## config.mk

```make
export PLATFORM = sky130hd
export DESIGN_NAME = pu_dot_sequencer
export DESIGN_NICKNAME = d
export VERILOG_FILES = /design/src/rtl/pu_pkg.sv /design/src/rtl/FloatingAddition.sv /design/src/rtl/fp_mult.sv /design/src/rtl/processor_unit.sv /design/src/rtl/pu_dot_sequencer.sv
export SDC_FILE = /design/constraint.sdc
export NUM_CORES = 2
export LEC_CHECK = 0
export ABC_CLOCK_PERIOD_IN_PS = 46700
export CORE_UTILIZATION = 35
export CTS_CLUSTER_DIAMETER = 60
export CTS_CLUSTER_SIZE = 16
export DETAILED_ROUTE_END_ITERATION = 10
export GPL_ROUTABILITY_DRIVEN = 0
export PLACE_DENSITY = 0.53
export SLEW_MARGIN = 15
export SYNTH_ARGS = -nofsm -noshare
export SYNTH_HDL_FRONTEND = slang
export SYNTH_SLANG_ARGS = --single-unit
```

## constraint.sdc

```tcl
create_clock -name clk -period 46.7 [get_ports clk]
set_clock_uncertainty 0.1 [all_clocks]
set_input_delay 4.67 -clock clk [delete_from_list [all_inputs] [get_ports clk]]
set_output_delay 4.67 -clock clk [all_outputs]
set_load 0.005 [all_outputs]
```

## src/rtl/pu_pkg.sv

```systemverilog
// Shared types and fp32 constants for the processor-unit dot-product sequencer.
package pu_pkg;

    typedef enum logic [1:0] {
        IDLE = 2'd0,
        RUN  = 2'd1,
        DONE = 2'd2
    } pu_seq_state_t;

    localparam logic [31:0] FP32_ZERO = 32'h00000000;
    localparam logic [31:0] FP32_ONE  = 32'h3F800000;

endpackage

```

## src/rtl/FloatingAddition.sv

```systemverilog
// Combinational IEEE-754 single-precision adder, round-to-nearest-even,
// subnormal operands and results flushed to zero.
module FloatingAddition (
    input  logic [31:0] a,
    input  logic [31:0] b,
    output logic [31:0] y
);
    logic        swap;
    logic [31:0] big;
    logic [31:0] sml;
    logic [7:0]  shift;
    logic [26:0] mb;
    logic [26:0] ms;
    logic [26:0] al;
    logic [27:0] sum;
    logic [26:0] norm;
    logic [8:0]  exp_n;
    logic [4:0]  lz;
    logic        found;
    logic        uflow;
    logic        sub;
    logic [24:0] rnd;

    // Order by magnitude, align with sticky, add/subtract, normalise and round.
    always_comb begin
        swap  = (b[30:0] > a[30:0]);
        big   = swap ? b : a;
        sml   = swap ? a : b;
        sub   = (big[31] != sml[31]);
        shift = big[30:23] - sml[30:23];
        mb    = {1'b1, big[22:0], 3'b000};
        ms    = {1'b1, sml[22:0], 3'b000};
        al    = 27'd0;
        sum   = 28'd0;
        norm  = 27'd0;
        exp_n = {1'b0, big[30:23]};
        lz    = 5'd0;
        found = 1'b0;
        uflow = 1'b0;
        rnd   = 25'd0;
        y     = big;
        if (&big[30:23]) begin
            if ((|big[22:0]) || ((&sml[30:23]) && sub)) begin
                y = 32'h7FC00000;
            end else begin
                y = big;
            end
        end else if (big[30:23] == 8'd0) begin
            y = {big[31] & sml[31], 31'd0};
        end else if (sml[30:23] == 8'd0) begin
            y = big;
        end else begin
            if (shift > 8'd26) begin
                al = 27'd1;
            end else begin
                al = (ms >> shift) | {26'd0, |(ms & ~(27'h7FFFFFF << shift))};
            end
            if (!sub) begin
                sum   = {1'b0, mb} + {1'b0, al};
                found = 1'b1;
                if (sum[27]) begin
                    norm  = {sum[27:2], sum[1] | sum[0]};
                    exp_n = exp_n + 9'd1;
                end else begin
                    norm = sum[26:0];
                end
            end else begin
                sum = {1'b0, mb - al};
                for (int i = 26; i >= 0; i--) begin
                    if (!found && sum[i]) begin
                        lz    = 5'(26 - i);
                        found = 1'b1;
                    end else begin
                        found = found;
                    end
                end
                uflow = ({1'b0, big[30:23]} <= {4'd0, lz});
                norm  = sum[26:0] << lz;
                exp_n = exp_n - {4'd0, lz};
            end
            rnd   = {1'b0, norm[26:3]} + {24'd0, norm[2] & (norm[1] | norm[0] | norm[3])};
            exp_n = exp_n + {8'd0, rnd[24]};
            if (!found || uflow) begin
                y = 32'd0;
            end else if (exp_n >= 9'd255) begin
                y = {big[31], 8'hFF, 23'd0};
            end else begin
                y = {big[31], exp_n[7:0], (rnd[24] ? rnd[23:1] : rnd[22:0])};
            end
        end
    end

endmodule

```

## src/rtl/fp_mult.sv

```systemverilog
// Combinational IEEE-754 single-precision multiplier, round-to-nearest-even,
// subnormal operands and results flushed to signed zero.
module fp_mult (
    input  logic [31:0] a,
    input  logic [31:0] b,
    output logic [31:0] y
);
    logic        sign;
    logic        a_nan;
    logic        b_nan;
    logic        a_inf;
    logic        b_inf;
    logic        a_zero;
    logic        b_zero;
    logic [47:0] prod;
    logic [23:0] mant;
    logic        guard;
    logic        sticky;
    logic [24:0] rnd;
    logic [9:0]  esum;
    logic [9:0]  exp_n;

    // Special-value classification, mantissa product, normalise and round.
    always_comb begin
        sign   = a[31] ^ b[31];
        a_nan  = (&a[30:23]) & (|a[22:0]);
        b_nan  = (&b[30:23]) & (|b[22:0]);
        a_inf  = (&a[30:23]) & ~(|a[22:0]);
        b_inf  = (&b[30:23]) & ~(|b[22:0]);
        a_zero = ~(|a[30:23]);
        b_zero = ~(|b[30:23]);
        prod   = {24'd0, 1'b1, a[22:0]} * {24'd0, 1'b1, b[22:0]};
        esum   = {2'b00, a[30:23]} + {2'b00, b[30:23]};
        mant   = prod[47] ? prod[47:24] : prod[46:23];
        guard  = prod[47] ? prod[23] : prod[22];
        sticky = prod[47] ? (|prod[22:0]) : (|prod[21:0]);
        rnd    = {1'b0, mant} + {24'd0, guard & (sticky | mant[0])};
        exp_n  = esum + {9'd0, prod[47]} + {9'd0, rnd[24]};
        y      = {sign, 31'd0};
        if (a_nan || b_nan) begin
            y = 32'h7FC00000;
        end else if (a_inf || b_inf) begin
            y = (a_zero || b_zero) ? 32'h7FC00000 : {sign, 8'hFF, 23'd0};
        end else if (a_zero || b_zero) begin
            y = {sign, 31'd0};
        end else if (exp_n <= 10'd127) begin
            y = {sign, 31'd0};
        end else if (exp_n >= 10'd382) begin
            y = {sign, 8'hFF, 23'd0};
        end else begin
            y = {sign, 8'(exp_n - 10'd127), (rnd[24] ? rnd[23:1] : rnd[22:0])};
        end
    end

endmodule

```

## src/rtl/processor_unit.sv

```systemverilog
// One beat of a dot product: ((previous + array1_0*array2_0) + array1_1*array2_1).
module processor_unit (
    input  logic [31:0] previous,
    input  logic [31:0] array1_0,
    input  logic [31:0] array1_1,
    input  logic [31:0] array2_0,
    input  logic [31:0] array2_1,
    output logic [31:0] out
);
    logic [31:0] prod0;
    logic [31:0] prod1;
    logic [31:0] part;

    fp_mult u_mul0 (.a(array1_0), .b(array2_0), .y(prod0));
    FloatingAddition u_add0 (.a(previous), .b(prod0), .y(part));
    fp_mult u_mul1 (.a(array1_1), .b(array2_1), .y(prod1));
    FloatingAddition u_add1 (.a(part), .b(prod1), .y(out));

endmodule

```

## src/rtl/pu_dot_sequencer.sv

```systemverilog
// Streams element-pair beats through one processor_unit, feeding each beat's
// sum back as the next beat's previous value; presents bias + dot product.
module pu_dot_sequencer
    import pu_pkg::*;
#(
    parameter int VEC_PAIRS = 8
) (
    input  logic        clk,
    input  logic        rst,
    input  logic        start,
    input  logic [31:0] bias,
    input  logic        in_valid,
    output logic        in_ready,
    input  logic [31:0] a0,
    input  logic [31:0] a1,
    input  logic [31:0] b0,
    input  logic [31:0] b1,
    output logic        out_valid,
    input  logic        out_ready,
    output logic [31:0] result,
    output logic        busy
);
    localparam int CNT_W = $clog2(VEC_PAIRS + 1);
    localparam logic [CNT_W-1:0] LAST_BEAT = CNT_W'(VEC_PAIRS - 1);

    pu_seq_state_t    state;
    pu_seq_state_t    state_next;
    logic [31:0]      acc;
    logic [31:0]      acc_next;
    logic [CNT_W-1:0] cnt;
    logic [CNT_W-1:0] cnt_next;
    logic [31:0]      pu_out;

    processor_unit u_pu (
        .previous (acc),
        .array1_0 (a0),
        .array1_1 (a1),
        .array2_0 (b0),
        .array2_1 (b1),
        .out      (pu_out)
    );

    // State, accumulator and beat counter registers.
    always_ff @(posedge clk) begin
        if (rst) begin
            state <= IDLE;
            acc   <= FP32_ZERO;
            cnt   <= {CNT_W{1'b0}};
        end else begin
            state <= state_next;
            acc   <= acc_next;
            cnt   <= cnt_next;
        end
    end

    // Next-state, accumulator update and handshake decode.
    always_comb begin
        state_next = state;
        acc_next   = acc;
        cnt_next   = cnt;
        in_ready   = 1'b0;
        out_valid  = 1'b0;
        busy       = 1'b0;
        case (state)
            IDLE: begin
                if (start) begin
                    acc_next   = bias;
                    cnt_next   = {CNT_W{1'b0}};
                    state_next = RUN;
                end else begin
                    state_next = IDLE;
                end
            end
            RUN: begin
                in_ready = 1'b1;
                busy     = 1'b1;
                if (in_valid) begin
                    acc_next = pu_out;
                    cnt_next = cnt + CNT_W'(1);
                    if (cnt == LAST_BEAT) begin
                        state_next = DONE;
                    end else begin
                        state_next = RUN;
                    end
                end else begin
                    state_next = RUN;
                end
            end
            DONE: begin
                out_valid = 1'b1;
                busy      = 1'b1;
                // Accepting the result and a new start in one cycle skips IDLE.
                if (out_ready && start) begin
                    acc_next   = bias;
                    cnt_next   = {CNT_W{1'b0}};
                    state_next = RUN;
                end else if (out_ready) begin
                    state_next = IDLE;
                end else begin
                    state_next = DONE;
                end
            end
            default: begin
                state_next = IDLE;
            end
        endcase
    end

    assign result = acc;

endmodule

```

# Word level (Yosys, flattened, before mapping)
# Cells that the tools add are included.
[word_totals] ff_bits=38 in_bits=165 output_inout_bits=35 wordCells=666
[op_classes] n_addsub=25 mul=2 n_lt_le_gt_ge=12 n_eq_ne=8 shifts=6 n_mux=421 n_bitwise=38 reduce_logical=151
[ops] operator="two-way mux 32 bit" count=23
[ops] operator="two-way mux 27 bit" count=18
[ops] operator="two-way mux 5 bit" count=58
[ops] operator="two-way mux 1 bit" count=288
[ops] operator="two-way mux 31 bit" count=8
[ops] operator="OR reduction 23 bit" count=8
[ops] operator="adder 24 x 1 -> 25 bit" count=4
[ops] operator="multiplier 24 x 24 -> 48 bit" count=2
[ops] operator="one-hot mux 32 bit (3 select lines)" count=1
[ops] operator="two-way mux 23 bit" count=4
[ops] operator="two-way mux 9 bit" count=10
[ops] operator="AND reduction 8 bit" count=8
[ops] operator="greater-than comparator 31 bit" count=2
[ops] operator="adder 27 x 27 -> 28 bit" count=2
[ops] operator="logical AND 1 bit" count=55
[ops] operator="AND 27 bit" count=2
[ops] operator="logical NOT 1 bit" count=54
[ops] operator="inverter 27 bit" count=2
[ops] operator="bitwise OR 27 x 1 -> 27 bit" count=2
[ops] operator="OR reduction 27 bit" count=2
[ops] operator="left shift 27 x 5 -> 27 bit" count=2
[ops] operator="left shift 27 x 8 -> 27 bit, first input constant" count=2
[ops] operator=">> shifter 27 x 8 -> 27 bit" count=2
[ops] operator="subtractor 27 bit" count=2
[ops] operator="36 further kinds" count=102

# Depth between registers and ports, before layout
[depth] depth_word=447 ltp_mapped=224

# By module
# A second synthesis with hierarchy kept.
[unflattened] cells_unflattened=9343 area_unflattened_um2=70366.2
[modules_own_cells] module="fp_mult at u_pu.u_mul0" n_inst=1 cells_each=2598 area_each_um2=21599.5
[modules_own_cells] module="fp_mult at u_pu.u_mul1" n_inst=1 cells_each=2598 area_each_um2=21568.2
[modules_own_cells] module="FloatingAddition at u_pu.u_add1" n_inst=1 cells_each=2022 area_each_um2=12874.8
[modules_own_cells] module="FloatingAddition at u_pu.u_add0" n_inst=1 cells_each=1939 area_each_um2=12328.1
[modules_own_cells] module="pu_dot_sequencer" n_inst=1 cells_each=186 area_each_um2=1995.7

# Worst setup path before layout
# Ideal clock, no wire load.
[synth_timing] path_type="input to register" start="input b0[12]" end="register acc[20], in the netlist result[20]" arrival_ps=41400 t_required_ps=46478 path_slack_ps=5078 cell_stages=200 path_buffers=22 cell_sequence="clkbuf_1 -> clkbuf_1 -> nand2_1 -> fa_1 -> inv_1 -> fa_1 -> inv_1 -> fa_1 -> inv_1 -> fa_1 -> fa_1 -> fa_1 -> inv_1 -> fa_1 -> inv_1 -> ha_1 -> buf_2 -> nand2_1 -> (+164 left out) -> nand2_1 -> o221a_2 -> ha_1 -> nand2_1 -> nor3_2 -> inv_1 -> nor4b_1 -> ha_1 -> ha_1 -> nand3b_1 -> nor3_1 -> nand2_1 -> xor2_1 -> a31oi_1 -> nor2b_1 -> a31o_4 -> and2_1 -> a311o_1"
[synth_rtl] element="start, declared" line="pu_dot_sequencer.sv:16" source="input logic [31:0] b0,"
[synth_rtl] element="end signal, assigned" line="pu_dot_sequencer.sv:51" source="acc <= acc_next;"
[synth_rtl] element="end, declared" line="pu_dot_sequencer.sv:28" source="logic [31:0] acc;"

==> impl_metrics.env <==
export IMPL_layout_drive_gt1_share_pct=7.10
export IMPL_nets=11153
export IMPL_yosys_warnings=0
export IMPL_die_area_um2=200000
export IMPL_drt_pre_antenna_iters=8
export IMPL_vias=71448
export IMPL_htree_levels=2
export IMPL_grt_max_degree=70
export IMPL_synthCells=9356
export IMPL_crit_path_end_kind="register"
export IMPL_clk_path_buf_depth=2
export IMPL_hold_violations=0
export IMPL_run_status="complete, no violations"
export IMPL_clk_latency_ns=0.29
export IMPL_finalWirelength_um=283000
export IMPL_maxCapViolations=0
export IMPL_max_stage_delay_ns=0.81
export IMPL_grt_pass1_vias=71002
export IMPL_required_ns=46.82
export IMPL_ys_ff_latch=38
export IMPL_die_h_um=447
export IMPL_vias_per_cell=5.92
export IMPL_yosysSeqAreaShare_pct=1.10
export IMPL_fin_crit_sh_pct=95.7
export IMPL_slowest_stage="clkdlybuf4s50_1"
export IMPL_hpwl_um=228000
export IMPL_rr_worst_depth=121
export IMPL_synth_edf_count=0
export IMPL_final_util_pct=38.8
export IMPL_start_util_pct=35.4
export IMPL_reg2reg_slack_ns=18.46
export IMPL_drtIter0Drc=7503
export IMPL_reg2reg_to="result[9]"
export IMPL_slew_headroom_pct=7.71
export IMPL_clk_pin_slew_ns=0.06
export IMPL_drc=0
export IMPL_cpMostUsedCell="nand2_1"
export IMPL_grt_pass1_wl_um=433000
export IMPL_core_um2=196000
export IMPL_r2r_start="result[4]"
export IMPL_synth_area_um2=69300
export IMPL_grt_overflow=0
export IMPL_die_x_um=447
export IMPL_synth_largest_area_cell="fa_1"
export IMPL_cts_made_buffers=5
export IMPL_layout_min_cycle_time_ns=44.68
export IMPL_slew_viol_final=0
export IMPL_cts_root_buf="clkbuf_16"
export IMPL_ys_flop_type="dfxtp_1"
export IMPL_ys_top_cells_by_area="fa_1 (28%), ha_1 (10%), inv_1 (7.2%), nand2_1 (6.4%), and2_1 (4.8%)"
export IMPL_ant_nets=0
export IMPL_crit_start="a0[1]"
export IMPL_area_delta_synth_final_pct=9.70
export IMPL_routedWlPerCell_um=23.5
export IMPL_synth_avg_cell_area_um2=7.41
export IMPL_n_fill_cell=20628
export IMPL_pin_count=200
export IMPL_synth_async_reset_ratio_pct=0
export IMPL_endpoint="result[9]"
export IMPL_synthesis_nets=11062
export IMPL_rows=162
export IMPL_yosysTopAreaCellShare_pct=28.1
export IMPL_finalSetupViolCount=0
export IMPL_fmax_ghz=0.0224
export IMPL_worstSetupPathType="input port to register"
export IMPL_cts_sinks=38
export IMPL_antenna_found_initial=3
export IMPL_io_buffers=199
export IMPL_grt_total_usage_pct=27.8
export IMPL_crit_fanout=23
export IMPL_worst_setup_path_start_kind="input port"
export IMPL_tritoncts="built"
export IMPL_tightestPinTransition_ns=1.37
export IMPL_arrival_ns=44.80
export IMPL_synth_distinct_cells=134
export IMPL_postCtsHoldBufs=0
export IMPL_holdCritPathClass="register to register"
[how the worst min path moves through the flow]
| stage | startpoint | end | slack, ns | depth (start not counted) |
|---|---|---|---|---|
| detailed placement | result[28] | result[28] | 0.40 | 2 |
| floorplan | result[24] | result[24] | 0.37 | 2 |
| global placement | result[28] | result[28] | 0.40 | 2 |
| global route | result[28] | result[28] | 0.44 | 2 |
| CTS | result[28] | result[28] | 0.41 | 2 |
| finish | result[28] | result[28] | 0.42 | 2 |
[Yosys cell counts, drive strengths merged (96+ instances only)]
library cell	n
mux2i	96
nand4	116
xnor2	190
xor2	96
and2	534
nor2	643
inv	1340
nor4	101
clkbuf	413
nor3	250
a211oi	103
nand2	1192
a21oi	483
ha	569
nand3	226
o21ai	401
fa	972
a21o	116
[final cells by class]
| type | instances | area [µm²] | area share (%) |
|---|---|---|---|
| multi-input combinational | 7465 | 61800 | 81.2 |
| inverter | 1347 | 5070 | 6.67 |
| timing repair buffer | 590 | 4960 | 6.53 |
| tap | 2624 | 3280 | 4.32 |
| sequential | 38 | 761 | 1.00 |
| clock buffer | 5 | 125 | 0.165 |
| clock inverter | 3 | 68.8 | 0.0905 |
| antenna | 2 | 5.00 | 0.00658 |
[timing repair]
item / in CTS / in global routing
resized for setup: 0 / 74
setup buffers: 0 / 8
endpoints found under the setup margin: 0 / 32
[critical path, delay by kind of cell]
kind	cells	cell delay [ns]
AOI/OAI and AO/OA	64	14.17
xor gates and xnor gates	3	0.58
adders and majority gates	20	7.28
buffers and inverters	20	3.99
muxes	2	0.63
and+or+nand+nor	61	13.39
[sequential cells by signal, indices dropped and copies added (netlist names)]
signal and cells:
result 32, cnt 4, state 2
[routing by layer]
layer	part of all wire (%)	vias to the layer above	GRT usage, %
li1	-	31777	-
met1	41	35041	36.4
met2	44	3733	44.0
met3	8.5	897	4.33
met4	6.4	0	14.4
met5	0	-	0
[metrics by stage]
stage          worst slack, ns  std cells  hold WS [ns]  setup TNS [ns]  instance area, µm²
3_3_place_gp              1.22      12054         0.402               0               75600
4_1_cts                  0.982      12062         0.407               0               75800
6_report                  2.02      12074         0.420               0               76100
3_5_place_dp             0.966      12054         0.397               0               75600
2_1_floorplan             5.08       9356         0.373               0               69300
5_1_grt                 -0.118      12073         0.441           -1.02               76100
[cells by family (layout without fill, tap and decap cells)]
kind of cell / count (synthesis) / in the layout / share of synthesized area [%]
other: 0 / 2 / 0
flip-flops: 38 / 38 / 1.10
AND/OR/NAND/NOR: 3496 / 3496 / 24.9
multiplexers: 123 / 123 / 1.90
AO/OA/AOI/OAI: 2018 / 2019 / 19.9
XOR/XNOR: 286 / 286 / 3.62
buffers and inverters: 1854 / 1945 / 10.2
adder cells (fa/ha/maj): 1541 / 1541 / 38.3
[placed cells by master (no fill, tap or decap), drive strengths merged, types with 31 or more instances in the layout]
cell           Yosys  layout
nor3             250     250
nand2b            69      69
fa               972     972
or2               51      51
a31o              32      32
a22oi             39      39
or3               59      59
nor4             101     101
a2111oi           31      31
buf               94     395
a21o             116     116
o21bai            64      64
a31oi             85      85
a211oi           103     104
a221oi            38      38
o22ai             55      55
and3              80      80
nand4            116     116
nand2           1192    1192
a21oi            483     483
o31ai             67      67
nand3            226     226
xor2              96      96
xnor2            190     190
o21a              45      45
clkdlybuf4s50      0     167
and2             534     534
o211ai            94      94
nor2b             46      46
inv             1340    1338
ha               569     569
o2111ai           37      37
o21ai            401     401
mux2i             96      96
dfxtp             38      38
nor2             643     643
Power is left out: the tool's default activity adds up to more than one toggle a clock period on the data nets, which glitch-free logic cannot reach.
